File: src/rtl/bus_pkg.sv
// Shared definitions for the bus-select path.
//   state_t   : sequencer FSM states
//   BUS_SEL_W : width of the encoded bus-select index downstream
//   GRANT_W   : width of the one-hot grant word
//   DWELL_W   : width of the per-grant dwell counter
//   GCOUNT_W  : width of the retired-grant counter
package bus_pkg;

  typedef enum logic [1:0] {
    ST_IDLE  = 2'd0,
    ST_GRANT = 2'd1,
    ST_DONE  = 2'd2
  } state_t;

  localparam int BUS_SEL_W = 5;
  localparam int GRANT_W   = 32;
  localparam int DWELL_W   = 4;
  localparam int GCOUNT_W  = 6;

endpackage

File: src/rtl/bus_grant_sequencer_lowest_onehot.sv
// Isolates the lowest set bit of an NREQ-bit vector and zero-extends the
// result to the grant width. Purely combinational.
//   x : NREQ-bit input set
//   y : GRANT_W-bit one-hot of the lowest set bit of x, 0 when x is 0
module lowest_onehot
  import bus_pkg::*;
#(
  parameter int NREQ = 24
) (
  input  logic [NREQ-1:0]    x,
  output logic [GRANT_W-1:0] y
);

  logic [NREQ-1:0] iso;

  // Two's complement trick: x & -x keeps only the lowest set bit.
  assign iso = x & (~x + NREQ'(1));

  // NOTE: every signal written in always_comb gets a default first so no
  // path leaves it unassigned, which would infer a latch.
  always_comb begin
    y           = '0;
    y[NREQ-1:0] = iso;
  end

endmodule

File: src/rtl/bus_grant_sequencer.sv
// Captures a set of register-out requests and grants them onto the bus one
// at a time, lowest index first, as a registered one-hot word.
//   clk    : rising-edge clock
//   clr    : asynchronous active-high reset
//   start  : batch request, sampled only in IDLE
//   req    : request set captured on an accepted start
//   adv    : consumer has used the current grant
//   grant  : registered one-hot grant word (0 when idle)
//   busy   : high while granting
//   done   : one-cycle pulse at end of batch
//   gcount : grants retired in the current or most recent batch
module bus_grant_sequencer
  import bus_pkg::*;
#(
  parameter int NREQ  = 24,
  parameter int DWELL = 1
) (
  input  logic                clk,
  input  logic                clr,
  input  logic                start,
  input  logic [NREQ-1:0]     req,
  input  logic                adv,
  output logic [GRANT_W-1:0]  grant,
  output logic                busy,
  output logic                done,
  output logic [GCOUNT_W-1:0] gcount
);

  localparam logic [DWELL_W-1:0] DWELL_RELOAD = DWELL_W'(DWELL - 1);

  state_t              state;
  state_t              next_state;
  logic [NREQ-1:0]     pending;
  logic [NREQ-1:0]     pending_next;
  logic [DWELL_W-1:0]  dwell;
  logic [NREQ-1:0]     onehot_in;
  logic [GRANT_W-1:0]  onehot_out;
  logic                start_ok;
  logic                adv_ok;

  assign start_ok     = (state == ST_IDLE) && start;
  assign adv_ok       = (state == ST_GRANT) && (dwell == '0) && adv;
  assign pending_next = pending & ~grant[NREQ-1:0];

  // The isolator sees either the fresh request set or what is left after
  // retiring the current grant; its output feeds the grant register
  // directly. An empty remainder yields 0, which clears grant at batch end.
  assign onehot_in = (state == ST_IDLE) ? req : pending_next;

  lowest_onehot #(.NREQ(NREQ)) u_lowest (
    .x (onehot_in),
    .y (onehot_out)
  );

  // State register
  // NOTE: sequential state uses non-blocking assignments so every flop
  // samples values from before the edge, independent of statement order.
  always_ff @(posedge clk or posedge clr) begin
    if (clr) state <= ST_IDLE;
    else     state <= next_state;
  end

  // Next-state logic
  always_comb begin
    next_state = state;
    unique case (state)
      ST_IDLE: begin
        if (start) next_state = (req != '0) ? ST_GRANT : ST_DONE;
      end
      ST_GRANT: begin
        if (adv_ok && (pending_next == '0)) next_state = ST_DONE;
      end
      ST_DONE: next_state = ST_IDLE;
      default: next_state = ST_IDLE;
    endcase
  end

  // Outputs decoded from the state register
  always_comb begin
    busy = (state == ST_GRANT);
    done = (state == ST_DONE);
  end

  // Datapath: pending set, grant word, dwell timer, retired-grant count
  always_ff @(posedge clk or posedge clr) begin
    if (clr) begin
      pending <= '0;
      grant   <= '0;
      dwell   <= '0;
      gcount  <= '0;
    end else if (start_ok) begin
      pending <= req;
      grant   <= onehot_out;
      dwell   <= DWELL_RELOAD;
      gcount  <= '0;
    end else if (state == ST_GRANT) begin
      if (dwell != '0) begin
        // adv during dwell is dropped, not remembered
        dwell <= dwell - DWELL_W'(1);
      end else if (adv) begin
        pending <= pending_next;
        grant   <= onehot_out;
        dwell   <= DWELL_RELOAD;
        gcount  <= gcount + GCOUNT_W'(1);
      end
    end
  end

endmodule

File: config.mk
export PLATFORM = sky130hd
export DESIGN_NAME = bus_grant_sequencer
export DESIGN_NICKNAME = d
export VERILOG_FILES = /design/src/rtl/bus_pkg.sv /design/src/rtl/bus_grant_sequencer_lowest_onehot.sv /design/src/rtl/bus_grant_sequencer.sv
export SDC_FILE = /design/constraint.sdc
export NUM_CORES = 1
export LEC_CHECK = 0
export ABC_AREA = 1
export ABC_CLOCK_PERIOD_IN_PS = 5500
export BUFFER_PORTS_ARGS = -buffer_cell sky130_fd_sc_hd__buf_2
export CAP_MARGIN = 20
export CORE_UTILIZATION = 50
export DETAILED_ROUTE_END_ITERATION = 12
export PLACE_DENSITY = 0.72
export SETUP_SLACK_MARGIN = 0.5
export SYNTH_ARGS = -nofsm -noshare
export SYNTH_HDL_FRONTEND = slang
export SYNTH_HIERARCHICAL = 1
export SYNTH_SLANG_ARGS = --single-unit
File: constraint.sdc
create_clock -name clk -period 5.5 [get_ports clk]
set_input_delay 0.55 -clock clk [delete_from_list [all_inputs] [get_ports clk]]
set_output_delay 0.55 -clock clk [all_outputs]
set_load 0.01 [all_outputs]
-- Yosys cells after proc, flatten, opt, wreduce, memory -nomap -nowiden
Index checks and enable logic that the tools add are counted.
- add/subtract/negate cells: 3
- $mul: 0
- divide/modulo/power cells: 0
- $lt $le $gt $ge: 0
- equality and inequality tests: 5
- shifts and indexed selects: 0
- mux-type cells: 21
- bitwise gates (word level): 4
- reduce and logical (&&, ||, !) cells: 15
- operator list (operator ; count):
    2-to-1 mux 32 bit ; 4
    2-to-1 mux 24 bit ; 5
    AND 24 bit ; 2
    inverter 24 bit ; 2
    adder 24 x 1 -> 24 bit (second input constant) ; 1
    logical NOT 24 bit ; 1
    2-to-1 mux 6 bit ; 4
    nonzero test 24 bit ; 1
    2-to-1 mux 4 bit ; 4
    adder 6 x 1 -> 6 bit (second input constant) ; 1
    2-to-1 mux 2 bit ; 3
    logical AND 1 bit ; 4
    logical NOT 4 bit ; 1
    inequality test 2 bit (second input constant) ; 2
    case mux 2 bit (2 select lines) ; 1
    AND reduction 2 bit ; 2
    nonzero test 2 bit ; 2
    nonzero test 4 bit ; 1
    subtractor 4 x 1 -> 4 bit (second input constant) ; 1
    AND reduction 3 bit ; 1
    nonzero test 3 bit ; 1
    == test 2 x 1 -> 1 bit (second input constant) ; 1
    == test 2 bit (second input constant) ; 1
    logical NOT 2 bit ; 1
    inequality test 2 x 1 -> 1 bit (second input constant) ; 1
- register bits after elaboration: 68
- bits in latches: 0
- bits in writable memories: 0
- memory bits (read-only): 0
- logic and storage cells: 53
- memories: 0

-- Depth between registers and ports, before layout
Gate-level depths: netlist of run 1.
- word-level depth: 10
- gate-level depth with buffers: 12

-- By module
Netlist of run 1, hierarchy kept.
- modules (own cells, without submodules) (module ; instances ; cells each ; area each (µm²) ; seq. area each (µm²)):
    bus_grant_sequencer ; 1 ; 481 ; 3529.6 ; 1701.6
    lowest_onehot ; 1 ; 116 ; 498.0 ; 0.0

-- Least setup slack after synthesis of run 1
OpenSTA, ideal clock, no wires.
- path kind: flip-flop to flip-flop
- from: register state[1]
- to: register grant[12]
- data arrival time: 1.763 ns
- required time: 5.374 ns
- slack: 3.611 ns
- stages on the path, launching flop included: 13
- path buffers: 2
- cells stage by stage: dfrtp_1 nor2_1 buf_2 clkbuf_1 nand2_1 o21ai_0 nor2_2 nand2_1 inv_1 nand2_1 nor2_1 nand2_1 o21ai_0
- longest elaborated chain between the ends: 9
- elaborated cells between the ends (all ways): 15
- RTL lines (element ; RTL line ; text):
    start, declared ; bus_grant_sequencer.sv:31 ; state_t state;
    start signal, assigned ; bus_grant_sequencer.sv:60 ; else state <= next_state;
    logical NOT 2 bit (*) ; bus_grant_sequencer.sv:48 ; assign onehot_in = (state == ST_IDLE) ? req : pending_next;
    2-to-1 mux 24 bit (*) ; bus_grant_sequencer.sv:48 ;
    net onehot_in[0] ; bus_grant_sequencer.sv:36 ; logic [NREQ-1:0] onehot_in;
    inverter 24 bit (*) ; bus_grant_sequencer_lowest_onehot.sv:17 ; assign iso = x & (~x + NREQ'(1));
    adder 24 x 1 -> 24 bit (*) ; bus_grant_sequencer_lowest_onehot.sv:17 ;
    AND 24 bit (*) ; bus_grant_sequencer_lowest_onehot.sv:17 ;
    net onehot_out[12] ; bus_grant_sequencer.sv:37 ; logic [GRANT_W-1:0] onehot_out;
    2-to-1 mux 32 bit ; bus_grant_sequencer.sv:100 ; end else if (adv) begin
    2-to-1 mux 32 bit ; bus_grant_sequencer.sv:97 ; if (dwell != '0) begin
    2-to-1 mux 32 bit ; bus_grant_sequencer.sv:96 ; end else if (state == ST_GRANT) begin
    2-to-1 mux 32 bit (*) ; bus_grant_sequencer.sv:91 ; end else if (start_ok) begin
    end signal, assigned ; bus_grant_sequencer.sv:93 ; grant <= onehot_out;
    end signal, assigned ; bus_grant_sequencer.sv:102 ; grant <= onehot_out;
    end, declared ; bus_grant_sequencer.sv:23 ; output logic [GRANT_W-1:0] grant,
Mark *: on every way through the listed nets, which the timed path passes. The rest lies on a longest branch. The select of a mux whose other input is x is not followed.
A chain may end at the register's enable or synchronous reset.

-- Worst setup path in the final report of run 1
- from: register dwell[0]
- to: register gcount[3]
- longest elaborated chain between the ends: 3
- RTL lines (element ; RTL line ; text):
    start, declared ; bus_grant_sequencer.sv:35 ; logic [DWELL_W-1:0] dwell;
    start signal, assigned ; bus_grant_sequencer.sv:99 ; dwell <= dwell - DWELL_W'(1);
    nonzero test 4 bit ; bus_grant_sequencer.sv:97 ;
    inequality test 2 bit (no line) ; n/a ;
    AND reduction 3 bit (no line) ; n/a ;
    end signal, assigned ; bus_grant_sequencer.sv:104 ; gcount <= gcount + GCOUNT_W'(1);
    end, declared ; bus_grant_sequencer.sv:26 ; output logic [GCOUNT_W-1:0] gcount
No other way between the ends.

==> results.txt, run 1 <==
RSZ-0062 raised after global routing - false
Min Hold Slack - 0.4389 ns
Leading area contributor after synthesis - dfrtp_1
P&R area growth vs syn - 13.33%
Initial drt markers - 269
Maxcap violations - 0
Clock Skews - 0.008517 ns
CTS tree - built
Setup crit end kind - flop
Gr ovfl total - 0
Hold Crit Class - input port to async pin
Global-route wire length before repair - 17120 microns
CORE AREA - 7767 sq um
F_max - 388.9 MHz
Mapped Cells - 597
Final min period - 2.571 ns
Avg Inst Size Synth - 6.746 sq um
DR pass1 iterations - 5
Required @ worst endpoint - 5.77 ns
IO Port Bufs - 67
Yosys top cell area share - 0.4225
Setup bufs post-CTS - 0
Flop-to-flop setup slack - 2.93 ns
# hold bufs at CTS - 0
Drt drc - 0
Setup Total Neg Slack - 0 ns
Gpl congestion - 0.8625
Maximum clock path buffer count - 2
Num ports - 68
Largest net degree at the start of global routing - 93
Die area - 8418 sq um
Status - completed
CP Launch Type - flop
Placed inst area - 4349 sq um
Slew Viols, Final - 0
Share of layout cells above drive strength 1 - 0.1474
Worst slew margin - 0.4354
Detailed-placement wirelength estimate - 7101 microns
Synth unique cells - 25
Critical path arrival - 2.84 ns
Yosys synthesis warning count - 6
Crit path kind - flop to flop
H-tree Lvls - 3
Wire per inst - 13.35 microns
Most common cell after layout, fill and taps aside - nand2_1
RR Endpoint - gcount[3]
Reg2reg start - dwell[0]
Vias - 3920
Pwr dens - 547.9 nW/um^2
Die height - 91.75 microns
Vias in the first global route - 3824
Final worst slack - 2.929 ns
FP Rows - 32
CTS resizes - 0
Dpl ws - 2.973 ns
Max incr delay on CP - 0.67 ns
Reg clk slew, reported paths - 0.08 ns
CTS buffer count - 9
Initial Util - 0.5185
Initial antenna violation count - 0
Synth Register Bits - 68
Crit path cell chain - inv_1 -> ha_1 -> nand3_1 -> nor2_2 -> nand2_2 -> nand2_2 -> buf_4 -> nand3_1 -> a21oi_1
Clock latency on the worst-skew pair - 0.35 ns
# diodes - 0
Total power draw - 2.501 mW
Nets - 684
Final worst-path cycle share - 0.4675
Worst Tran Pin Value - 0.8469 ns
Most frequent cells in the layout - 196 x nand2_1, 88 x nor2_1, 68 x dfrtp_1, 67 x buf_2, 57 x o21ai_0
Critical path fanouts, max - 92
Final Setup Violations - 0
Dominant cells by area after synthesis - dfrtp_1 42%, nand2_1 18%, nor2_1 8.3%
CTS sink count - 68
Worst R2R Path Depth - 9
Root Driver - clkbuf_8
Sequential area share after synthesis - 0.4225
Worst VDD drop - 332.0 uV
Final Hold Fails - 0
Final instance area - 4564 sq um
Syn Std Cell Area - 4028 sq um
Slowest CP cell - buf_4
Leak Pwr - 2.339 nW
Final ANT Viol Nets - 0
DR vias/cell - 5.158
GRT Total Usage - 0.2577
Chip width - 91.75 microns
Detailed-route wire length - 10150 microns
-- worst max-delay path, delay by kind of cell (launching register included) --
family,cells,cell delay [ns]
DFF,1,0.41
and+or+nand+nor,5,0.99
adders and majority gates,1,0.15
AOI/OAI and AO/OA,1,0.19
buffers and inverters,2,0.77
-- through the flow --
| stage | util | cells |
|---|---|---|
| floorplan | - | 604 |
| global placement | 0.5599 | 744 |
| detailed placement | 0.5599 | 744 |
| CTS | 0.5876 | 760 |
| global route | 0.5876 | 760 |
| finish | 0.5876 | 760 |
-- area by class of cell --
type | instances | area (sq um)
Tap cell | 102 | 127.6
Fill cell | 779 | 3203
Multi-Input combinational cell | 444 | 1933
Inverter | 59 | 221.5
Clock buffer | 9 | 123.9
Sequential cell | 68 | 1702
Timing Repair Buffer | 71 | 365.4
Clock inverter | 7 | 91.34
-- cell usage after synthesis --
| library cell | count |
|---|---|
| a31oi_1 | 14 |
| clkbuf_2 | 1 |
| nor3_1 | 3 |
| nand2_1 | 196 |
| buf_4 | 13 |
| clkbuf_1 | 7 |
| or2_1 | 1 |
| nor2_1 | 89 |
| o21ai_0 | 57 |
| ha_1 | 3 |
| nand3_1 | 46 |
| clkinv_1 | 1 |
| conb_1 | 1 |
| nand2_2 | 2 |
| inv_1 | 56 |
| nor2_2 | 4 |
| buf_2 | 9 |
| inv_2 | 2 |
| nand4_1 | 5 |
| a21oi_1 | 3 |
| buf_6 | 2 |
| buf_1 | 1 |
| dfrtp_1 | 68 |
| o22ai_1 | 10 |
| nor3b_1 | 3 |
-- registers in the layout (all words and copies together) (netlist names) --
name	count
state	2
grant	32
dwell	4
gcount	6
pending	24
-- power by group --
part | switching (mW) | internal [mW] | leakage (nW)
clock | 0.202 | 0.254 | 0.109
combinational | 0.859 | 0.397 | 1.36
sequential | 0.116 | 0.673 | 0.871
total | 1.18 | 1.32 | 2.34
-- worst max-delay path by stage --
stage,cells after the start,startpoint,slack [ns],endpoint
after floorplan,1,clr,3.24,dwell[0]
after global placement,10,dwell[0],3.02,gcount[3]
after detailed placement,9,dwell[0],2.97,gcount[3]
after CTS,9,dwell[0],2.94,gcount[3]
after global routing,9,dwell[0],2.61,gcount[3]
final,9,dwell[0],2.93,gcount[3]
-- metal layers --
layer	global-route usage	share of wire	up-vias
met5	0	0	-
met4	0.1133	0.029	0
met3	0.05473	0.056	24
met2	0.4123	0.46	110
met1	0.3374	0.45	1797
li1	-	-	1989
-- kinds of logic after synthesis --
logic type | after synthesis | share of synthesized area
AO/OA/AOI/OAI | 84 | 0.1118
adder cells (fa/ha/maj) | 3 | 0.009321
buffers and inverters | 92 | 0.1047
flip-flops | 68 | 0.4225
other | 1 | 0.0009311
AND/OR/NAND/NOR | 349 | 0.3507
(Power assumes the default switching activity.)
==> run 2: changes to the inputs <==
--- a/config.mk
+++ b/config.mk
@@ -6,12 +6,12 @@
 export NUM_CORES = 1
 export LEC_CHECK = 0
 export ABC_AREA = 1
-export ABC_CLOCK_PERIOD_IN_PS = 5500
+export ABC_CLOCK_PERIOD_IN_PS = 2200
 export BUFFER_PORTS_ARGS = -buffer_cell sky130_fd_sc_hd__buf_2
 export CAP_MARGIN = 20
 export CORE_UTILIZATION = 50
 export DETAILED_ROUTE_END_ITERATION = 12
-export PLACE_DENSITY = 0.72
+export PLACE_DENSITY = 0.75
 export SETUP_SLACK_MARGIN = 0.5
 export SYNTH_ARGS = -nofsm -noshare
 export SYNTH_HDL_FRONTEND = slang
==> constraint.sdc (replaced) <==
create_clock -name clk -period 2.2 [get_ports clk]
set_input_delay 0.22 -clock clk [delete_from_list [all_inputs] [get_ports clk]]
set_output_delay 0.22 -clock clk [all_outputs]
set_load 0.01 [all_outputs]
==> run 2 against run 1 <==
Compared with the run above: the flow now finishes with violations (hold timing); fmax increased by 41%; via count increased by 13%; sequential cell count unchanged; clock power increased by 93%; worst setup slack got worse by 2.6 ns; count of clock-buffer cells in the layout increased by 3; worst hold slack got worse by 0.44 ns; utilization increased by 11 points; design area increased by 19%; register-to-register slack got worse by 2.6 ns; critical endpoint is now grant[5].
==> results.txt, run 2 (synthesized netlist as in run 1, its figures left out) <==
Maximum clock path buffer count - 2
Detailed-route wire length - 12930 microns
Setup Total Neg Slack - 0 ns
Placed inst area - 4437 sq um
Wire per inst - 16.24 microns
Largest register FFs - 32
Vias in the first global route - 4194
Initial drt markers - 339
Top delay family on crit path - simple AND/OR/NAND/NOR gates
Crit path kind - flop to flop
Final instance area - 5423 sq um
Total power draw - 8.195 mW
Die height - 91.75 microns
Detailed-placement wirelength estimate - 7459 microns
CP Launch Type - flop
Critical path fanouts, max - 6
# diodes - 0
Status - finished, violations left
Initial antenna violation count - 0
Final min period - 1.825 ns
Root Driver - clkbuf_8
Clock Skews - 0.006357 ns
Worst Tran Pin Value - 0.7686 ns
Flop-to-flop setup slack - 0.37 ns
Gpl congestion - 0.8758
Vias - 4439
Maxcap violations - 0
Setup crit end kind - flop
Worst path bufs/invs - 2
CTS sink count - 68
Final ANT Viol Nets - 0
Top reg by flops - grant
Worst VDD drop - 855.3 uV
Pwr dens - 1511 nW/um^2
DR pass1 iterations - 5
Drt drc - 0
Min Hold Slack - -0.002830 ns
Leak Pwr - 2.677 nW
Failing checks - hold timing
GRT Total Usage - 0.2981
Finished Layout Cells - 796
Share of layout cells above drive strength 1 - 0.2867
CTS tree - built
Worst slew margin - 0.4865
Slew Viols, Final - 0
Initial Util - 0.5185
F_max - 547.8 MHz
Die area - 8418 sq um
Most common cell after layout, fill and taps aside - nand2_1
Crit path cell chain - nor2_4 -> buf_6 -> buf_16 -> o21ai_2 -> nor2_2 -> nand2_4 -> nor3b_1 -> nand2_1 -> o21ai_0
CTS buffer count - 9
Final Hold Fails - 4
IO Port Bufs - 67
Fillers - 635
Largest net degree at the start of global routing - 37
CORE AREA - 7767 sq um
DR vias/cell - 5.577
Hold Crit Class - input port to async pin
Largest registers - grant: 32 flops, pending: 24 flops, gcount: 6 flops
Global-route wire length before repair - 19690 microns
P&R area growth vs syn - 34.64%
Final worst-path cycle share - 0.8298
FP Rows - 32
Num ports - 68
Critical path arrival - 2.10 ns
Nets - 721
RSZ-0062 raised after global routing - true
Final Setup Violations - 0
Max incr delay on CP - 0.41 ns
Most frequent cells in the layout - 179 x nand2_1, 68 x dfrtp_1, 67 x buf_2, 61 x nor2_1, 52 x inv_1
H-tree Lvls - 3
Cells after DPL - 748
Clock latency on the worst-skew pair - 0.35 ns
Reg clk slew, reported paths - 0.07 ns
Chip width - 91.75 microns
Gr ovfl total - 0
Slowest CP cell - dfrtp_1
Required @ worst endpoint - 2.47 ns
-- run 2: cell count changes in the layout (fill, tap and decap cells not counted), sizes merged --
cell | before | now
clkinv | 5 | 4
inv | 58 | 57
buf | 71 | 105
bufinv | 2 | 0
clkbuf | 9 | 15
-- run 2: repair_timing --
action,CTS,global route
endpoints found under the hold margin,0,0
gates cloned,5,4
setup buffers,19,5
resized for setup,55,84
hold buffers,0,0
endpoints found under the setup margin,58,58
pin swaps,17,49
-- run 2: layer usage --
metal	global-route usage	wire length, microns
met5	0	0
met4	0.1276	537
met3	0.04146	872
met2	0.5013	6279
met1	0.3851	5238
-- run 2: layout make-up --
cell class	count	area [sq um]	area share
multi-input combinational	444	2317	0.4273
sequential	68	1702	0.3138
timing repair buffer	108	893.4	0.1647
inverter	59	232.7	0.04292
clock buffer	12	135.1	0.02492
tap	102	127.6	0.02353
clock inverter	3	15.01	0.002769
-- run 2: stage by stage --
| step | utilization | hold WS (ns) | setup WS [ns] |
|---|---|---|---|
| after global placement | 0.5712 | 0.3769 | 0.3369 |
| after CTS | 0.6445 | 0.02828 | 0.4591 |
| after global routing | 0.6981 | 0.04507 | 0.2894 |
| after detailed placement | 0.5712 | 0.4004 | 0.2787 |
| after floorplan | - | 0.3653 | 0.5070 |
| final | 0.6981 | -0.002830 | 0.3745 |
-- run 2: worst register-to-register path, delay by kind of cell, from the launching register on --
| family | cells | cell delay, ns |
|---|---|---|
| AND/OR/NAND/NOR | 5 | 0.88 |
| flip-flops | 1 | 0.41 |
| buffers and inverters | 2 | 0.30 |
| AO/OA/AOI/OAI | 2 | 0.16 |
-- run 2: final timing paths --
path | start | to | depth (start not counted)
min in group clk | req[10] | pending[10] | 3
setup / recovery | state[1] | grant[5] | 9
hold / removal | clr | gcount[5] | 2
setup reg to reg | state[1] | grant[5] | 9
hold reg to reg | pending[21] | pending[21] | 2
max in group asynchronous | clr | pending[18] | 3
-- run 2: power by group --
part	total (mW)	internal (mW)	switching, mW	leakage, nW
Sequential	1.98	1.68	0.295	0.871
Clock	0.876	0.399	0.477	0.0800
Combinational	5.34	2.16	3.18	1.73
Total	8.19	4.24	3.96	2.68
==> run 3: changes to the inputs <==
--- a/config.mk
+++ b/config.mk
@@ -6,12 +6,12 @@
 export NUM_CORES = 1
 export LEC_CHECK = 0
 export ABC_AREA = 1
-export ABC_CLOCK_PERIOD_IN_PS = 2200
+export ABC_CLOCK_PERIOD_IN_PS = 1800
 export BUFFER_PORTS_ARGS = -buffer_cell sky130_fd_sc_hd__buf_2
 export CAP_MARGIN = 20
 export CORE_UTILIZATION = 50
 export DETAILED_ROUTE_END_ITERATION = 12
-export PLACE_DENSITY = 0.75
+export PLACE_DENSITY = 0.72
 export SETUP_SLACK_MARGIN = 0.5
 export SYNTH_ARGS = -nofsm -noshare
 export SYNTH_HDL_FRONTEND = slang
==> constraint.sdc (replaced) <==
create_clock -name clk -period 1.8 [get_ports clk]
set_input_delay 0.18 -clock clk [delete_from_list [all_inputs] [get_ports clk]]
set_output_delay 0.18 -clock clk [all_outputs]
set_load 0.01 [all_outputs]
==> run 3 against run 2 <==
Compared with the run above: the run ends with setup timing left; global-route usage is 1.3 points lower; sequential power increased by 29%; utilization grew 7.7 points; combinational power rose by 40%; critical endpoint is now grant[14].
==> results.txt, run 3 (synthesized netlist as in run 1, its figures left out) <==
Initial drt markers - 434
Worst slew margin - 0.5698
Chip width - 91.75 microns
DR pass1 iterations - 6
Critical path arrival - 2.29 ns
Slowest CP cell - dfrtp_1
Gr ovfl total - 0
Reg2reg start - state[0]
Detailed-route wire length - 14560 microns
RR Endpoint - grant[14]
Wire per inst - 17.95 microns
Failing checks - setup timing
Maximum clock path buffer count - 2
Flop-to-flop setup slack - -0.22 ns
Critical path fanouts, max - 6
Status - finished, violations left
Most frequent cells in the layout - 169 x nand2_1, 68 x dfrtp_1, 66 x buf_2, 50 x nor2_1, 49 x inv_1
Root Driver - clkbuf_8
Slew Viols, Final - 0
Nets - 735
Max incr delay on CP - 0.43 ns
Die height - 91.75 microns
Fillers - 517
Crit path cell chain - nor2_4 -> buf_12 -> buf_8 -> buf_16 -> nand2_1 -> o21ai_4 -> nor2_2 -> nand2_2 -> nor2_1 -> nand2_1 -> nor2_2 -> nand2_1 -> o21ai_1
CTS buffer count - 9
Worst path most repeated cell - nand2_1
Final worst-path cycle share - 1.120
Most common cell after layout, fill and taps aside - nand2_1
Final Setup Violations - 18
Gpl congestion - 0.8879
Final ANT Viol Nets - 0
Clock latency on the worst-skew pair - 0.36 ns
F_max - 496.1 MHz
DR vias/cell - 5.826
Reg clk slew, reported paths - 0.08 ns
CTS tree - built
Hold Crit Class - input port to flop
Fin util - 0.7748
CTS sink count - 68
H-tree Lvls - 3
Finished Layout Cells - 811
Top reg by flops - grant
Final worst slack - -0.2158 ns
Global-route wire length before repair - 18850 microns
Vias in the first global route - 4083
Worst R2R Path Depth - 13
Required @ worst endpoint - 2.07 ns
Pwr dens - 1902 nW/um^2
Largest register FFs - 32
Leak Pwr - 2.933 nW
Vias - 4725
Die area - 8418 sq um
# diodes - 0
Drt drc - 0
RSZ-0062 raised after global routing - true
Final Hold Fails - 0
IO Port Bufs - 67
Cells after DPL - 749
FP Rows - 32
Initial Util - 0.5185
Largest net degree at the start of global routing - 59
Setup Total Neg Slack - -1.913 ns
Initial antenna violation count - 0
Clock Skews - 0.01336 ns
Largest registers - grant: 32 flops, pending: 24 flops, gcount: 6 flops
Setup crit end - grant[14]
Crit path kind - flop to flop
Num ports - 68
CORE AREA - 7767 sq um
Setup crit end kind - flop
Critical path launch point - state[0]
Worst Min Path Start - req[7]
Final min period - 2.016 ns
GRT Total Usage - 0.2847
Worst VDD drop - 1130 uV
CP Launch Type - flop
P&R area growth vs syn - 49.43%
Worst Tran Pin Value - 0.6440 ns
Share of layout cells above drive strength 1 - 0.3738
Maxcap violations - 0
Detailed-placement wirelength estimate - 7379 microns
[run 3: cell types whose count changed in the layout (fill, tap and decap cells not counted), moves of 9 or more]
cell | before | now
o21ai_1 | 10 | 19
nand3_1 | 44 | 22
nor2_1 | 61 | 50
nand3_2 | 1 | 21
o21ai_0 | 29 | 19
nand2_1 | 179 | 169
[run 3: critical path, delay by kind of cell, from the launching register on]
kind                   cells  cell delay (ns)
buffers and inverters      3             0.41
DFF                        1             0.43
and+or+nand+nor            8             0.92
AOI/OAI and AO/OA          2             0.17
[run 3: power by group]
part           switching (mW)  internal [mW]
Combinational            4.31           3.13
Sequential              0.489           2.06
Clock                   0.645          0.812
[run 3: worst min path at each step]
stage          depth (start not counted)         end  slack [ns]
2_1_floorplan                          2   gcount[1]        0.33
3_3_place_gp                           2  pending[3]        0.27
3_5_place_dp                           2  pending[3]        0.28
4_1_cts                                3  pending[2]        0.09
5_1_grt                                3  pending[3]        0.11
6_report                               3  pending[7]        0.09
[run 3: metrics by stage]
| step | hold WS [ns] | total power [mW] | instance area [sq um] | setup slack [ns] |
|---|---|---|---|---|
| after floorplan | 0.3253 | 5.771 | 4207 | 0.2695 |
| after global placement | 0.2749 | 6.509 | 4521 | 0.03095 |
| after detailed placement | 0.2773 | 6.632 | 4521 | -0.01654 |
| after CTS | 0.08929 | 8.878 | 5090 | 0.06157 |
| after global routing | 0.1087 | 12.02 | 6018 | -0.2362 |
| final | 0.09358 | 11.45 | 6018 | -0.2158 |
[run 3: repair_timing]
item	in CTS	in global routing
buffers inserted	15	16
gates resized for setup	36	164
cloned	4	10
endpoints found under the hold margin	22	0
pin swaps	8	46
hold buffers	1	0
endpoints found under the setup margin	69	70
[run 3: layer usage]
metal  vias to the layer above  wire, microns  global-route usage
met5                         -              0                   0
met4                         0            645              0.1198
met3                        71           1238             0.05307
met2                       296           7121              0.4674
met1                      2242           5553              0.3698
li1                       2116              -                   -
[run 3: layout make-up]
type                            count  area (sq um)  share of cell area
Timing Repair Buffer              122          1151              0.1913
Clock inverter                      5         75.07             0.01247
Inverter                           59         240.2             0.03992
Tap cell                          102         127.6             0.02121
Sequential cell                    68          1702              0.2827
Multi-Input combinational cell    444          2581              0.4289
Clock buffer                       11         141.4             0.02349
